## config.mk

```make
export PLATFORM = sky130hd
export DESIGN_NAME = axis_flit_serializer_flat
export DESIGN_NICKNAME = d
export VERILOG_FILES = /design/src/rtl/axis_flit_serializer_if.sv /design/src/rtl/axis_flit_serializer.sv /design/src/flat_wrapper.sv
export SDC_FILE = /design/constraint.sdc
export NUM_CORES = 1
export LEC_CHECK = 0
export BUFFER_PORTS_ARGS = -buffer_cell sky130_fd_sc_hd__buf_4
export CORE_AREA = 5 5 99 101
export CTS_CLUSTER_DIAMETER = 40
export DETAILED_ROUTE_END_ITERATION = 16
export DIE_AREA = 0 0 104 106
export PLACE_DENSITY = 0.74
export SKIP_CTS_REPAIR_TIMING = 1
export SLEW_MARGIN = 20
export SYNTH_ARGS = -nofsm -noshare
export SYNTH_HDL_FRONTEND = slang
export SYNTH_SLANG_ARGS = --single-unit
```

## constraint.sdc

```tcl
create_clock -name clk_noc -period 4.2 [get_ports clk_noc]
set_input_delay 0.42 -clock clk_noc [delete_from_list [all_inputs] [get_ports clk_noc]]
set_output_delay 0.42 -clock clk_noc [all_outputs]
set_load 0.03 [all_outputs]
```

## src/rtl/axis_flit_serializer_if.sv

```systemverilog
`default_nettype none
// ----------------------------------------------------------------------------
// axis_flit_serializer_if : AXIS input beat + flit/credit link bundle
// rev 1.0
// ----------------------------------------------------------------------------
interface axis_flit_serializer_if #(
  parameter int TDATA_WIDTH          = 64,
  parameter int TDEST_WIDTH          = 4,
  parameter int TID_WIDTH            = 2,
  parameter int SERIALIZATION_FACTOR = 4
);
  localparam int FLIT_WIDTH = TDATA_WIDTH / SERIALIZATION_FACTOR;
  localparam int DEST_WIDTH = TDEST_WIDTH + TID_WIDTH;

  logic                   axis_in_tvalid;
  logic                   axis_in_tready;
  logic [TDATA_WIDTH-1:0] axis_in_tdata;
  logic                   axis_in_tlast;
  logic [TID_WIDTH-1:0]   axis_in_tid;
  logic [TDEST_WIDTH-1:0] axis_in_tdest;
  logic [FLIT_WIDTH-1:0]  data_out;
  logic [DEST_WIDTH-1:0]  dest_out;
  logic                   is_tail_out;
  logic                   send_out;
  logic                   credit_in;

  // serializer side
  modport slave (
    input  axis_in_tvalid, axis_in_tdata, axis_in_tlast, axis_in_tid, axis_in_tdest, credit_in,
    output axis_in_tready, data_out, dest_out, is_tail_out, send_out
  );

  // beat source / flit sink side
  modport master (
    output axis_in_tvalid, axis_in_tdata, axis_in_tlast, axis_in_tid, axis_in_tdest, credit_in,
    input  axis_in_tready, data_out, dest_out, is_tail_out, send_out
  );
endinterface
`default_nettype wire

```

## src/rtl/axis_flit_serializer.sv

```systemverilog
`default_nettype none
// ----------------------------------------------------------------------------
// axis_flit_serializer : splits each AXIS beat into flits, LS flit first,
// gated by a credit counter that mirrors the downstream flit buffer.
// rev 1.0
// ----------------------------------------------------------------------------
module axis_flit_serializer #(
  parameter int TDATA_WIDTH          = 64,
  parameter int TDEST_WIDTH          = 4,
  parameter int TID_WIDTH            = 2,
  parameter int SERIALIZATION_FACTOR = 4,
  parameter int FLIT_BUFFER_DEPTH    = 2,
  localparam int FLIT_WIDTH = TDATA_WIDTH / SERIALIZATION_FACTOR,
  localparam int DEST_WIDTH = TDEST_WIDTH + TID_WIDTH,
  localparam int CNT_WIDTH  = $clog2(FLIT_BUFFER_DEPTH + 1)
) (
  input  wire logic                 clk_noc,
  input  wire logic                 rst_noc,
  axis_flit_serializer_if.slave     bus,
  output logic [CNT_WIDTH-1:0]      credit_count,
  output logic                      credit_overflow,
  output logic                      busy
);
  localparam int IDX_WIDTH = (SERIALIZATION_FACTOR > 1) ? $clog2(SERIALIZATION_FACTOR) : 1;
  localparam logic [IDX_WIDTH-1:0] LAST_IDX     = IDX_WIDTH'(SERIALIZATION_FACTOR - 1);
  localparam logic [CNT_WIDTH-1:0] FULL_CREDITS = CNT_WIDTH'(FLIT_BUFFER_DEPTH);

  generate
    if (TDATA_WIDTH % SERIALIZATION_FACTOR != 0) begin : g_bad_sf
      $error("SERIALIZATION_FACTOR must divide TDATA_WIDTH exactly");
    end
    if (FLIT_BUFFER_DEPTH < 1) begin : g_bad_depth
      $error("FLIT_BUFFER_DEPTH must be at least 1");
    end
  endgenerate

  typedef enum logic [0:0] {
    IDLE = 1'b0,
    SEND = 1'b1
  } state_t;

  state_t                 state;
  logic [IDX_WIDTH-1:0]   idx;
  logic [TDATA_WIDTH-1:0] held_tdata;
  logic                   held_tlast;
  logic [TID_WIDTH-1:0]   held_tid;
  logic [TDEST_WIDTH-1:0] held_tdest;

  logic issue;
  logic last_flit;
  logic accept;

  always_comb begin
    issue     = (state == SEND) && (credit_count != '0);
    last_flit = (idx == LAST_IDX);
    // Reset gating keeps tready low while rst_noc is held; the FSM alone would read IDLE.
    bus.axis_in_tready = !rst_noc && ((state == IDLE) || (issue && last_flit));
    accept    = bus.axis_in_tvalid && bus.axis_in_tready;
  end

  assign busy = (state == SEND);

  always_ff @(posedge clk_noc or posedge rst_noc) begin
    if (rst_noc) begin
      state           <= IDLE;
      idx             <= '0;
      held_tdata      <= '0;
      held_tlast      <= 1'b0;
      held_tid        <= '0;
      held_tdest      <= '0;
      bus.send_out    <= 1'b0;
      bus.data_out    <= '0;
      bus.dest_out    <= '0;
      bus.is_tail_out <= 1'b0;
      credit_count    <= FULL_CREDITS;
      credit_overflow <= 1'b0;
    end else begin
      bus.send_out <= issue;
      if (issue) begin
        bus.data_out    <= held_tdata[int'(idx) * FLIT_WIDTH +: FLIT_WIDTH];
        bus.dest_out    <= {held_tid, held_tdest};
        bus.is_tail_out <= held_tlast && last_flit;
        idx             <= last_flit ? '0 : idx + IDX_WIDTH'(1);
      end

      // An accept can only coincide with the wrap of the previous beat, so idx is already 0.
      if (accept) begin
        held_tdata <= bus.axis_in_tdata;
        held_tlast <= bus.axis_in_tlast;
        held_tid   <= bus.axis_in_tid;
        held_tdest <= bus.axis_in_tdest;
        state      <= SEND;
      end else if (issue && last_flit) begin
        state <= IDLE;
      end

      case ({issue, bus.credit_in})
        2'b10: credit_count <= credit_count - CNT_WIDTH'(1);
        2'b01: begin
          if (credit_count == FULL_CREDITS) begin
            credit_overflow <= 1'b1;
          end else begin
            credit_count <= credit_count + CNT_WIDTH'(1);
          end
        end
        default: credit_count <= credit_count;
      endcase
    end
  end
endmodule
`default_nettype wire

```

## src/flat_wrapper.sv

```systemverilog
// flat-port wrapper written by rule: the top's interface ports become plain ports
module axis_flit_serializer_flat 
#(
  parameter int TDATA_WIDTH          = 64,
  parameter int TDEST_WIDTH          = 4,
  parameter int TID_WIDTH            = 2,
  parameter int SERIALIZATION_FACTOR = 4,
  parameter int FLIT_BUFFER_DEPTH    = 2,
  localparam int FLIT_WIDTH = TDATA_WIDTH / SERIALIZATION_FACTOR,
  localparam int DEST_WIDTH = TDEST_WIDTH + TID_WIDTH,
  localparam int CNT_WIDTH  = $clog2(FLIT_BUFFER_DEPTH + 1)
)
  (clk_noc, rst_noc, credit_count, credit_overflow, busy, bus_axis_in_tvalid, bus_axis_in_tdata, bus_axis_in_tlast, bus_axis_in_tid, bus_axis_in_tdest, bus_credit_in, bus_axis_in_tready, bus_data_out, bus_dest_out, bus_is_tail_out, bus_send_out);
  axis_flit_serializer_if #(.TDATA_WIDTH(TDATA_WIDTH), .TDEST_WIDTH(TDEST_WIDTH), .TID_WIDTH(TID_WIDTH), .SERIALIZATION_FACTOR(SERIALIZATION_FACTOR)) bus_i ();
  input  wire logic clk_noc;
  input  wire logic rst_noc;
  output logic [CNT_WIDTH-1:0] credit_count;
  output logic credit_overflow;
  output logic busy;
  input wire logic [$bits(bus_i.axis_in_tvalid)-1:0] bus_axis_in_tvalid;
  input wire logic [$bits(bus_i.axis_in_tdata)-1:0] bus_axis_in_tdata;
  input wire logic [$bits(bus_i.axis_in_tlast)-1:0] bus_axis_in_tlast;
  input wire logic [$bits(bus_i.axis_in_tid)-1:0] bus_axis_in_tid;
  input wire logic [$bits(bus_i.axis_in_tdest)-1:0] bus_axis_in_tdest;
  input wire logic [$bits(bus_i.credit_in)-1:0] bus_credit_in;
  output wire logic [$bits(bus_i.axis_in_tready)-1:0] bus_axis_in_tready;
  output wire logic [$bits(bus_i.data_out)-1:0] bus_data_out;
  output wire logic [$bits(bus_i.dest_out)-1:0] bus_dest_out;
  output wire logic [$bits(bus_i.is_tail_out)-1:0] bus_is_tail_out;
  output wire logic [$bits(bus_i.send_out)-1:0] bus_send_out;
  assign bus_i.axis_in_tvalid = bus_axis_in_tvalid;
  assign bus_i.axis_in_tdata = bus_axis_in_tdata;
  assign bus_i.axis_in_tlast = bus_axis_in_tlast;
  assign bus_i.axis_in_tid = bus_axis_in_tid;
  assign bus_i.axis_in_tdest = bus_axis_in_tdest;
  assign bus_i.credit_in = bus_credit_in;
  assign bus_axis_in_tready = bus_i.axis_in_tready;
  assign bus_data_out = bus_i.data_out;
  assign bus_dest_out = bus_i.dest_out;
  assign bus_is_tail_out = bus_i.is_tail_out;
  assign bus_send_out = bus_i.send_out;
  axis_flit_serializer #(.TDATA_WIDTH(TDATA_WIDTH), .TDEST_WIDTH(TDEST_WIDTH), .TID_WIDTH(TID_WIDTH), .SERIALIZATION_FACTOR(SERIALIZATION_FACTOR), .FLIT_BUFFER_DEPTH(FLIT_BUFFER_DEPTH)) u_core (.clk_noc(clk_noc), .rst_noc(rst_noc), .bus(bus_i), .credit_count(credit_count), .credit_overflow(credit_overflow), .busy(busy));
endmodule
```

# After elaboration in Yosys (flattened, before gate mapping)
# Cells that the tools add are included.
[totals]
reg_bits = 101
in_bits = 75
out_inout_bits = 29
elab_cells = 39
[op_classes]
add_sub_neg = 3
eq_ne = 5
shifts = 1
mux = 5
bitwise_logic = 1
reduce_logical = 12
[ops]
columns = ["op", "count"]
rows = [
  ["$shiftx 64x7->16", 1],
  ["$eq 2x2->1 const B", 3],
  ["$reduce_bool 2->1", 3],
  ["$logic_and 1x1->1", 5],
  ["$add 2x1->2 const B", 2],
  ["$mux 2", 2],
  ["$pmux 2 s2", 1],
  ["$reduce_and 2->1", 2],
  ["$eq 2x1->1 const B", 1],
  ["$mux 1", 2],
  ["$ne 2x2->1 const B", 1],
  ["$sub 2x1->2 const B", 1],
  ["$logic_not 1->1", 1],
  ["$logic_or 1x1->1", 1],
  ["$not 1->1", 1],
]

# Depth between registers and ports, before layout
# Gate-level depths: netlist of the first run.
[logic_depth]
ltp_word = 7
mapped_depth = 5
depth_no_buf = 4

# Worst setup path after synthesis of the first run
# Ideal clock, no wire load.
[synth_timing]
path_type = "reg-to-output"
startpoint = "register u_core.credit_count[1]"
endpoint = "output bus_axis_in_tready"
arrival_ps = 1444
setup_slack_ps = 2336
path_stages_with_launch = 4
n_path_buf = 1
path_cell_list = "dfstp_2 > buf_2 > o21ai_2 > a21oi_1"
[synth_via]
elab_chain_len = 5
[synth_rtl]
columns = ["element", "line_no", "source"]
rows = [
  ["start, declared", "axis_flit_serializer.sv:20", "output logic [CNT_WIDTH-1:0] credit_count,"],
  ["start signal, assigned", "axis_flit_serializer.sv:98", "2'b10: credit_count <= credit_count - CNT_WIDTH'(1);"],
  ["start signal, assigned", "axis_flit_serializer.sv:103", "credit_count <= credit_count + CNT_WIDTH'(1);"],
  ["start signal, assigned", "axis_flit_serializer.sv:106", "default: credit_count <= credit_count;"],
  ["$reduce_bool 2->1", "axis_flit_serializer.sv:54", "issue = (state == SEND) && (credit_count != '0);"],
  ["$logic_and 1x1->1", "axis_flit_serializer.sv:54", ""],
  ["$logic_and 1x1->1", "axis_flit_serializer.sv:57", "bus.axis_in_tready = !rst_noc && ((state == IDLE) || (issue && last_flit));"],
  ["$logic_or 1x1->1", "axis_flit_serializer.sv:57", ""],
  ["$logic_and 1x1->1", "axis_flit_serializer.sv:57", ""],
  ["end, declared", "flat_wrapper.sv:26", "output wire logic [$bits(bus_i.axis_in_tready)-1:0] bus_axis_in_tready;"],
]
# No other way between the ends.

# Final worst setup path of the first run
[layout_timing]
startpoint = "register u_core.idx[0]"
endpoint = "register u_core.held_tlast"
[layout_via]
elab_chain_len = 5
[layout_rtl]
columns = ["element", "line_no", "source"]
rows = [
  ["start, declared", "axis_flit_serializer.sv:43", "logic [IDX_WIDTH-1:0] idx;"],
  ["start signal, assigned", "axis_flit_serializer.sv:83", "idx <= last_flit ? '0 : idx + IDX_WIDTH'(1);"],
  ["$eq 2x2->1", "axis_flit_serializer.sv:55", "last_flit = (idx == LAST_IDX);"],
  ["$logic_and 1x1->1", "axis_flit_serializer.sv:57", ""],
  ["$logic_or 1x1->1", "axis_flit_serializer.sv:57", ""],
  ["$logic_and 1x1->1", "axis_flit_serializer.sv:57", ""],
  ["$logic_and 1x1->1", "axis_flit_serializer.sv:58", "accept = bus.axis_in_tvalid && bus.axis_in_tready;"],
  ["end signal, assigned", "axis_flit_serializer.sv:89", "held_tlast <= bus.axis_in_tlast;"],
  ["end, declared", "axis_flit_serializer.sv:45", "logic held_tlast;"],
]
# No other way between the ends.
# A chain may end at the register's enable or synchronous reset.

==> results of run 1 <==
-- flip-flops by register name (all words and copies together) (netlist names) --
register / cells
u_core.held_tdata: 64
u_core.held_tlast: 1
u_core.bus.is_tail_out: 1
u_core.busy: 1
u_core.credit_count: 2
u_core.credit_overflow: 1
u_core.bus.data_out: 16
u_core.bus.dest_out: 6
u_core.held_tdest: 4
u_core.held_tid: 2
u_core.bus.send_out: 1
u_core.idx: 2
-- placed cells by master (no fill, tap or decap), types with 2 or more instances in the layout --
master and count:
nand3_1 2, bufinv_16 3, mux2i_1 33, mux2_2 78, a21oi_1 2, nand2_1 20
clkbuf_8 9, o21ai_0 2, inv_1 3, o221ai_1 16, o21ai_2 2, dfrtp_1 99
nor2b_1 2, buf_4 106
-- logic make-up (layout without fill, tap and decap cells) --
family                   Yosys count  after routing  synth area share (%)
multiplexers                     111            111                  28.5
flip-flops                       101            101                  59.6
AND/OR/NAND/NOR                   28             28                  2.89
AO/OA/AOI/OAI                     27             27                  5.37
buffers and inverters             21            127                  3.33
adder cells (fa/ha/maj)            1              1                 0.295
-- metal layers --
metal	GRT usage, %	wire length, µm	vias up	share of wire [%]
met4	6.57	126	0	1.4
met2	27.7	4520	58	50
met1	21.8	3950	1365	44
met5	0	0	-	0
met3	3.58	380	9	4.2
li1	-	-	1245	-
-- worst max-delay path: stages (launching register included) --
cell	delay [ps]
dfrtp_1	410
ha_1	240
o21ai_2	110
a21oi_4	710
buf_12	330
mux2_2	370
-- power by group through the flow --
stage | clock network [mW] | logic, mW | registers [mW]
5_1_grt | 0.775 | 1.99 | 1.84
2_1_floorplan | 0 | 1.13 | 1.95
6_report | 0.718 | 1.83 | 1.77
3_3_place_gp | 0 | 1.79 | 1.77
3_5_place_dp | 0 | 1.85 | 1.79
4_1_cts | 0.737 | 1.86 | 1.77
-- cell type report --
| cell class | instances | area, µm² |
|---|---|---|
| multi-input combinational | 167 | 1570 |
| clock inverter | 6 | 111 |
| sequential | 101 | 2530 |
| tap | 111 | 139 |
| clock buffer | 10 | 128 |
| inverter | 4 | 17.5 |
| fill | 757 | 3620 |
| timing repair buffer | 107 | 816 |
-- worst min-delay path by stage --
stage,start,end,slack [ps],cells past startpoint
2_1_floorplan,u_core.held_tdest[1],u_core.held_tdest[1],480,1
3_3_place_gp,u_core.bus.is_tail_out,u_core.bus.is_tail_out,470,2
3_5_place_dp,u_core.bus.is_tail_out,u_core.bus.is_tail_out,470,2
4_1_cts,rst_noc,u_core.bus.send_out,270,2
5_1_grt,bus_axis_in_tdata[27],u_core.held_tdata[27],270,2
6_report,rst_noc,u_core.bus.is_tail_out,240,2
==> results.yml, run 1 <==
run_status:
  outcome: "finished, final reports clean"
synthesis:
  synth_edf_count: 0
  yosysSeqAreaShare_pct: 59.6
  synth.largest_area_cell: "dfrtp_1"
  synthesis.area_um2: 4240
  async_reset_ff_share_pct: 100
  yosysMostFrequentCell: "dfrtp_1"
  synthCells: 289
  yosys_most_used_dff: "dfrtp_1"
  ys_top_cells_by_count: "100 x dfrtp_1, 78 x mux2_2, 33 x mux2i_1"
  ys_types: 25
  yosysWarnings: 0
  synth_top_area_share_pct: 59.0
  syn-num-nets: 365
  synth.ff_latch_count: 101
  syn_area_per_cell_um2: 14.7
  synthTopCellsByArea: "dfrtp_1 59%, mux2_2 21%, mux2i_1 7.8%"
power_and_ir_drop:
  switching_power_mw: 1.55
  netSwitchingFraction_pct: 35.9
  power_density_nw_per_um2: 814
  clockPowerShare_pct: 16.6
  p_leak_nw: 2.48
  p_int_mw: 2.77
  irDropWorstVdd_v: 0.000329
  comb_power_share_pct: 42.4
  total_power_mw: 4.32
  power_frac_seq_pct: 40.9
worst_setup_path:
  endpoint_kind: "flop"
  cp-start-kind: "flop"
  path_class: "flop to flop"
  startpoint: "u_core.idx[0]"
  r2r_setup_slack_ps: 1850
  worst-path-max-fanout: 46
  reg2regPathDepth: 5
  worstPathArrival_ps: 2590
  r2r_start: "u_core.idx[0]"
  timing.rr.end: "u_core.held_tlast"
  endpoint: "u_core.held_tlast"
  crit_required_ps: 4430
cells_and_area:
  fin_util_pct: 59.5
  drive_gt1_share_pct: 52.7
  final_nets: 466
  final_cells: 506
  antenna_cells: 0
  design_area_um2: 5310
  syn2layout_area_growth_pct: 25.3
sta:
  fmax_mhz: 425
  hold-worst-slack_ps: 239
  fin_ws_ps: 1850
  fin_skew_ps: 11.4
  fin_crit_ps: 2350
  period_share_pct: 56.0
  rsz0062_at_grt: "false"
  max_slew_margin_pct: 41.1
  slew_viol_final: 0
  setup_violations: 0
  worstMarginPinSlew_ps: 882
  tns_ps: 0
  finalHoldViolCount: 0
placement:
  place_congestion: 0.772
  placed_area_um2: 5070
  port-buffer-count: 103
  pre_cts_ws_ps: 1870
  dpl.hpwl_mm: 6.14
  dpl.cell_count: 490
routing:
  vias_per_cell: 5.29
  firstDrtPassIters: 4
  ant_nets: 0
  avgRoutedWirePerCell_um: 17.7
  drc: 0
  num_vias: 2677
  totalWireLength_mm: 8.98
  first_iter_violations: 44
hold_path:
  hold_class: "input port to asynchronous set/reset pin"
die:
  die_w_um: 104
  coreArea_um2: 8930
  die_height_um: 106
  ios: 104
  start_util_pct: 47.5
  rows: 35
  dieArea_um2: 11000
grt:
  grtUsageTotal_pct: 16.8
  grt_pass1_wl_mm: 15.0
  grt.overflow.total: 0
  antenna_found_initial: 0
  grt_pass1_vias: 2971
  grt_max_degree: 70
clock_tree:
  clk_path_buf_depth: 2
  htreeDepth: 3
  cts_tree: "built"
  root_buffer: "clkbuf_8"
  clock_latency_ps: 350
  clk_pin_slew_worst_paths_ps: 90
  cts_buffers: 9
  cts.sinks: 101
flow_run:
  cap_viol_max_count: 0
No activity file was read; power rests on OpenSTA's default activity.
==> run 2, diff against run 1 <==
--- a/config.mk
+++ b/config.mk
@@ -6,10 +6,10 @@
 export NUM_CORES = 1
 export LEC_CHECK = 0
 export BUFFER_PORTS_ARGS = -buffer_cell sky130_fd_sc_hd__buf_4
-export CORE_AREA = 5 5 99 101
+export CORE_AREA = 5 5 101 103
 export CTS_CLUSTER_DIAMETER = 40
 export DETAILED_ROUTE_END_ITERATION = 16
-export DIE_AREA = 0 0 104 106
+export DIE_AREA = 0 0 106 108
 export PLACE_DENSITY = 0.74
 export SKIP_CTS_REPAIR_TIMING = 1
 export SLEW_MARGIN = 20
==> constraint.sdc (replaced) <==
create_clock -name clk_noc -period 1.88 [get_ports clk_noc]
set_input_delay 0.188 -clock clk_noc [delete_from_list [all_inputs] [get_ports clk_noc]]
set_output_delay 0.188 -clock clk_noc [all_outputs]
set_load 0.03 [all_outputs]
==> results.yml, run 2 (synthesis gave the netlist of run 1 again) <==
grt:
  grt.overflow.total: 0
  antenna_found_initial: 0
  grt_pass1_vias: 2978
  grt_max_degree: 39
  grt_pass1_wl_mm: 15.0
  grtUsageTotal_pct: 16.7
cells_and_area:
  antenna_cells: 0
  top_register: "u_core.held_tdata"
  final_nets: 474
  syn2layout_area_growth_pct: 27.5
  n_fill_cell: 741
  final_common_cell: "buf_4"
  drive_gt1_share_pct: 53.5
  largest_reg_flops: 64
  layout_common_cells: "110 x buf_4, 99 x dfrtp_1, 78 x mux2_2"
  final_cells: 513
  reg_top3: "u_core.held_tdata x64, u_core.bus.data_out x16, u_core.bus.dest_out x6"
worst_setup_path:
  r2r_setup_slack_ps: 160
  worst-path-max-fanout: 38
  path_class: "flop to flop"
  path_buf_inv: 1
  timing.rr.end: "u_core.held_tdata[45]"
  r2r_start: "u_core.idx[0]"
  critical_path.cell_chain: "ha_1, o21ai_2, a21oi_4, buf_12, mux2_2"
  cp-start-kind: "flop"
  worstPathArrival_ps: 1950
  endpoint: "u_core.held_tdata[45]"
  crit_required_ps: 2110
  critPathSlowestCell: "dfrtp_1"
  cp.depth: 5
  cpPeakStageDelay_ps: 410
  startpoint: "u_core.idx[0]"
  crit_family: "flip-flops"
  endpoint_kind: "flop"
  reg2regPathDepth: 5
sta:
  max_slew_margin_pct: 60.3
  fmax_mhz: 583
  slew_viol_final: 0
  worstMarginPinSlew_ps: 596
  fin_skew_ps: 9.10
  finalHoldViolCount: 0
  rsz0062_at_grt: "false"
  fin_crit_ps: 1720
  period_share_pct: 91.3
  tns_ps: 0
  setup_violations: 0
die:
  die_height_um: 108
  rows: 35
  coreArea_um2: 9110
  ios: 104
  die_w_um: 106
  dieArea_um2: 11400
  start_util_pct: 46.6
clock_tree:
  htreeDepth: 3
  cts_tree: "built"
  clk_path_buf_depth: 2
  root_buffer: "clkbuf_8"
  cts_buffers: 9
  clk_pin_slew_worst_paths_ps: 90
  clock_latency_ps: 350
  cts.sinks: 101
routing:
  firstDrtPassIters: 4
  first_iter_violations: 65
  drc: 0
  totalWireLength_mm: 9.01
  ant_nets: 0
  num_vias: 2667
  avgRoutedWirePerCell_um: 17.6
  vias_per_cell: 5.20
power_and_ir_drop:
  power_density_nw_per_um2: 1790
  irDropWorstVdd_v: 0.000715
  p_leak_nw: 2.52
flow_run:
  cap_viol_max_count: 0
run_status:
  outcome: "finished, final reports clean"
hold_path:
  hold_class: "input port to flop"
  hold_depth: 2
placement:
  dpl.hpwl_mm: 6.41
  dpl.cell_count: 497
  place_congestion: 0.783
  port-buffer-count: 103
## run 2: routing by layer
layer  wire length (µm)  global-route usage (%)  up-vias
li1                   -                       -     1258
met1               4050                    22.4     1336
met2               4450                    27.0       58
met3                337                    2.69       15
met4                179                    7.22        0
met5                  0                       0        -
## run 2: area by class of cell
cell class / count / area [µm²] / share of cell area (%)
flip-flops and latches: 101 / 2530 / 46.8
clock inverters: 3 / 67.6 / 1.25
well taps: 111 / 139 / 2.57
repair buffers: 115 / 916 / 16.9
multi-input cells: 167 / 1570 / 29.1
clock buffers: 12 / 165 / 3.05
inverters: 4 / 18.8 / 0.347
## run 2: stage by stage
step | instance area [µm²] | power (mW) | setup WS, ps | hold slack [ps] | utilization, %
2_1_floorplan | 4250 | 6.89 | 33.3 | 340 | -
3_3_place_gp | 5160 | 8.08 | 238 | 231 | 56.7
3_5_place_dp | 5160 | 8.26 | 175 | 233 | 56.7
4_1_cts | 5400 | 9.81 | 149 | -158 | 59.3
5_1_grt | 5410 | 10.4 | 66.2 | 46.3 | 59.4
6_report | 5410 | 9.70 | 163 | 62.5 | 59.4
## run 2: how the worst min path moves through the flow
stage | end | start | slack [ps]
global placement | u_core.busy | rst_noc | 230
global route | u_core.held_tdata[57] | bus_axis_in_tdata[57] | 50
detailed placement | u_core.busy | rst_noc | 230
floorplan | u_core.held_tdata[0] | bus_axis_in_tdata[0] | 340
finish | u_core.held_tdata[15] | bus_axis_in_tdata[15] | 60
CTS | u_core.bus.dest_out[0] | rst_noc | -160
## run 2: where the power goes
group / internal (mW) / switching, mW / total [mW]
Combinational: 2.09 / 2.13 / 4.22
Clock: 0.853 / 0.698 / 1.55
Sequential: 3.31 / 0.620 / 3.93
Total: 6.25 / 3.45 / 9.70
==> run 3, diff against run 2 <==
--- a/config.mk
+++ b/config.mk
@@ -6,11 +6,13 @@
 export NUM_CORES = 1
 export LEC_CHECK = 0
 export BUFFER_PORTS_ARGS = -buffer_cell sky130_fd_sc_hd__buf_4
-export CORE_AREA = 5 5 101 103
+export CELL_PAD_IN_SITES_DETAIL_PLACEMENT = 1
+export CELL_PAD_IN_SITES_GLOBAL_PLACEMENT = 1
+export CORE_AREA = 5 5 111 113
 export CTS_CLUSTER_DIAMETER = 40
 export DETAILED_ROUTE_END_ITERATION = 16
-export DIE_AREA = 0 0 106 108
-export PLACE_DENSITY = 0.74
+export DIE_AREA = 0 0 116 118
+export PLACE_DENSITY_LB_ADDON = 0.1
 export SKIP_CTS_REPAIR_TIMING = 1
 export SLEW_MARGIN = 20
 export SYNTH_ARGS = -nofsm -noshare
==> results.yml, run 3 (synthesis gave the netlist of run 1 again) <==
worst_setup_path:
  path_class: "flop to flop"
  endpoint_kind: "flop"
  path_buf_inv: 1
  cpPeakStageDelay_ps: 410
  worst-path-max-fanout: 42
  worstPathArrival_ps: 2000
  critical_path.cell_chain: "ha_1, o21ai_2, a21oi_4, buf_12, mux2_2"
  crit_required_ps: 2100
  crit_family: "flip-flops"
  critPathSlowestCell: "dfrtp_1"
  cp-start-kind: "flop"
cells_and_area:
  antenna_cells: 0
  layout_common_cells: "109 x buf_4, 99 x dfrtp_1, 78 x mux2_2"
  multi_input_area_um2: 1570
  largest_reg_flops: 64
  top_register: "u_core.held_tdata"
  final_common_cell: "buf_4"
  n_fill_cell: 1148
  reg_top3: "u_core.held_tdata x64, u_core.bus.data_out x16, u_core.bus.dest_out x6"
  drive_gt1_share_pct: 53.2
  regArea_um2: 2530
  syn2layout_area_growth_pct: 30.8
  final_nets: 473
  fin_util_pct: 49.4
routing:
  first_iter_violations: 148
  drc: 0
  num_vias: 2741
  avgRoutedWirePerCell_um: 18.2
  ant_nets: 0
  vias_per_cell: 5.03
  firstDrtPassIters: 4
  totalWireLength_mm: 9.93
die:
  dieArea_um2: 13700
  start_util_pct: 37.8
  rows: 39
  coreArea_um2: 11200
  die_height_um: 118
  die_w_um: 116
  ios: 104
power_and_ir_drop:
  power_density_nw_per_um2: 1860
  irDropWorstVdd_v: 0.000881
  p_leak_nw: 2.56
grt:
  grt_pass1_vias: 3087
  antenna_found_initial: 0
  grtUsageTotal_pct: 15.1
  grt_max_degree: 44
  grt_pass1_wl_mm: 16.1
  grt.overflow.total: 0
sta:
  finalHoldViolCount: 0
  tns_ps: 0
  slew_viol_final: 0
  fmax_mhz: 564
  setup_violations: 0
  fin_crit_ps: 1770
  max_slew_margin_pct: 59.3
  worstMarginPinSlew_ps: 610
  period_share_pct: 94.4
  rsz0062_at_grt: "false"
  fin_skew_ps: 10.5
clock_tree:
  clk_path_buf_depth: 2
  cts_buffers: 9
  htreeDepth: 3
  clk_pin_slew_worst_paths_ps: 70
  cts.sinks: 101
  cts_tree: "built"
  root_buffer: "clkbuf_16"
  clock_latency_ps: 340
flow_run:
  cap_viol_max_count: 0
run_status:
  outcome: "finished, final reports clean"
placement:
  dpl.hpwl_mm: 6.77
  port-buffer-count: 103
  place_congestion: 0.683
hold_path:
  hold_class: "input port to flop"
[run 3: stage by stage]
stage / setup WS (ps) / cell area (µm²) / hold slack [ps] / cells / total power [mW]
floorplan: 33.3 / 4250 / 340 / 289 / 6.89
global placement: 137 / 5200 / 266 / 528 / 8.14
detailed placement: 89.6 / 5200 / 264 / 528 / 8.32
CTS: 70.7 / 5540 / -103 / 544 / 10.5
global route: 13.9 / 5550 / 65.8 / 545 / 10.9
finish: 106 / 5550 / 73.6 / 545 / 10.3
[run 3: power by group]
part / total (mW) / internal [mW] / leakage (nW) / switching (mW)
clock network: 2.11 / 1.30 / 0.163 / 0.804
logic: 4.22 / 2.08 / 1.20 / 2.14
registers: 3.98 / 3.31 / 1.21 / 0.662
total: 10.3 / 6.70 / 2.56 / 3.60
[run 3: metal layers]
metal | up-vias | GRT usage [%] | wire (µm)
met5 | - | 0 | 0
met4 | 0 | 4.13 | 117
met3 | 9 | 4.68 | 569
met2 | 58 | 24.7 | 4890
met1 | 1415 | 19.1 | 4350
li1 | 1259 | - | -
[run 3: cell type report]
cell class	instances	share of cell area (%)
tap	143	3.23
clock buffer	10	4.13
sequential	101	45.6
timing repair buffer	114	16.4
inverter	4	0.338
clock inverter	6	2.01
multi-input combinational	167	28.3
[run 3: worst paths after layout]
path,start,endpoint,cells past startpoint,slack [ps]
worst min-delay path,bus_axis_in_tdata[56],u_core.held_tdata[56],2,70
worst max register to register,u_core.idx[0],u_core.held_tdata[41],5,110
min in group asynchronous,rst_noc,u_core.held_tdata[43],3,460
worst max-delay path,u_core.idx[0],u_core.held_tdata[41],5,110
max in group asynchronous,rst_noc,u_core.credit_count[1],4,770
worst min register to register,u_core.credit_overflow,u_core.credit_overflow,1,470
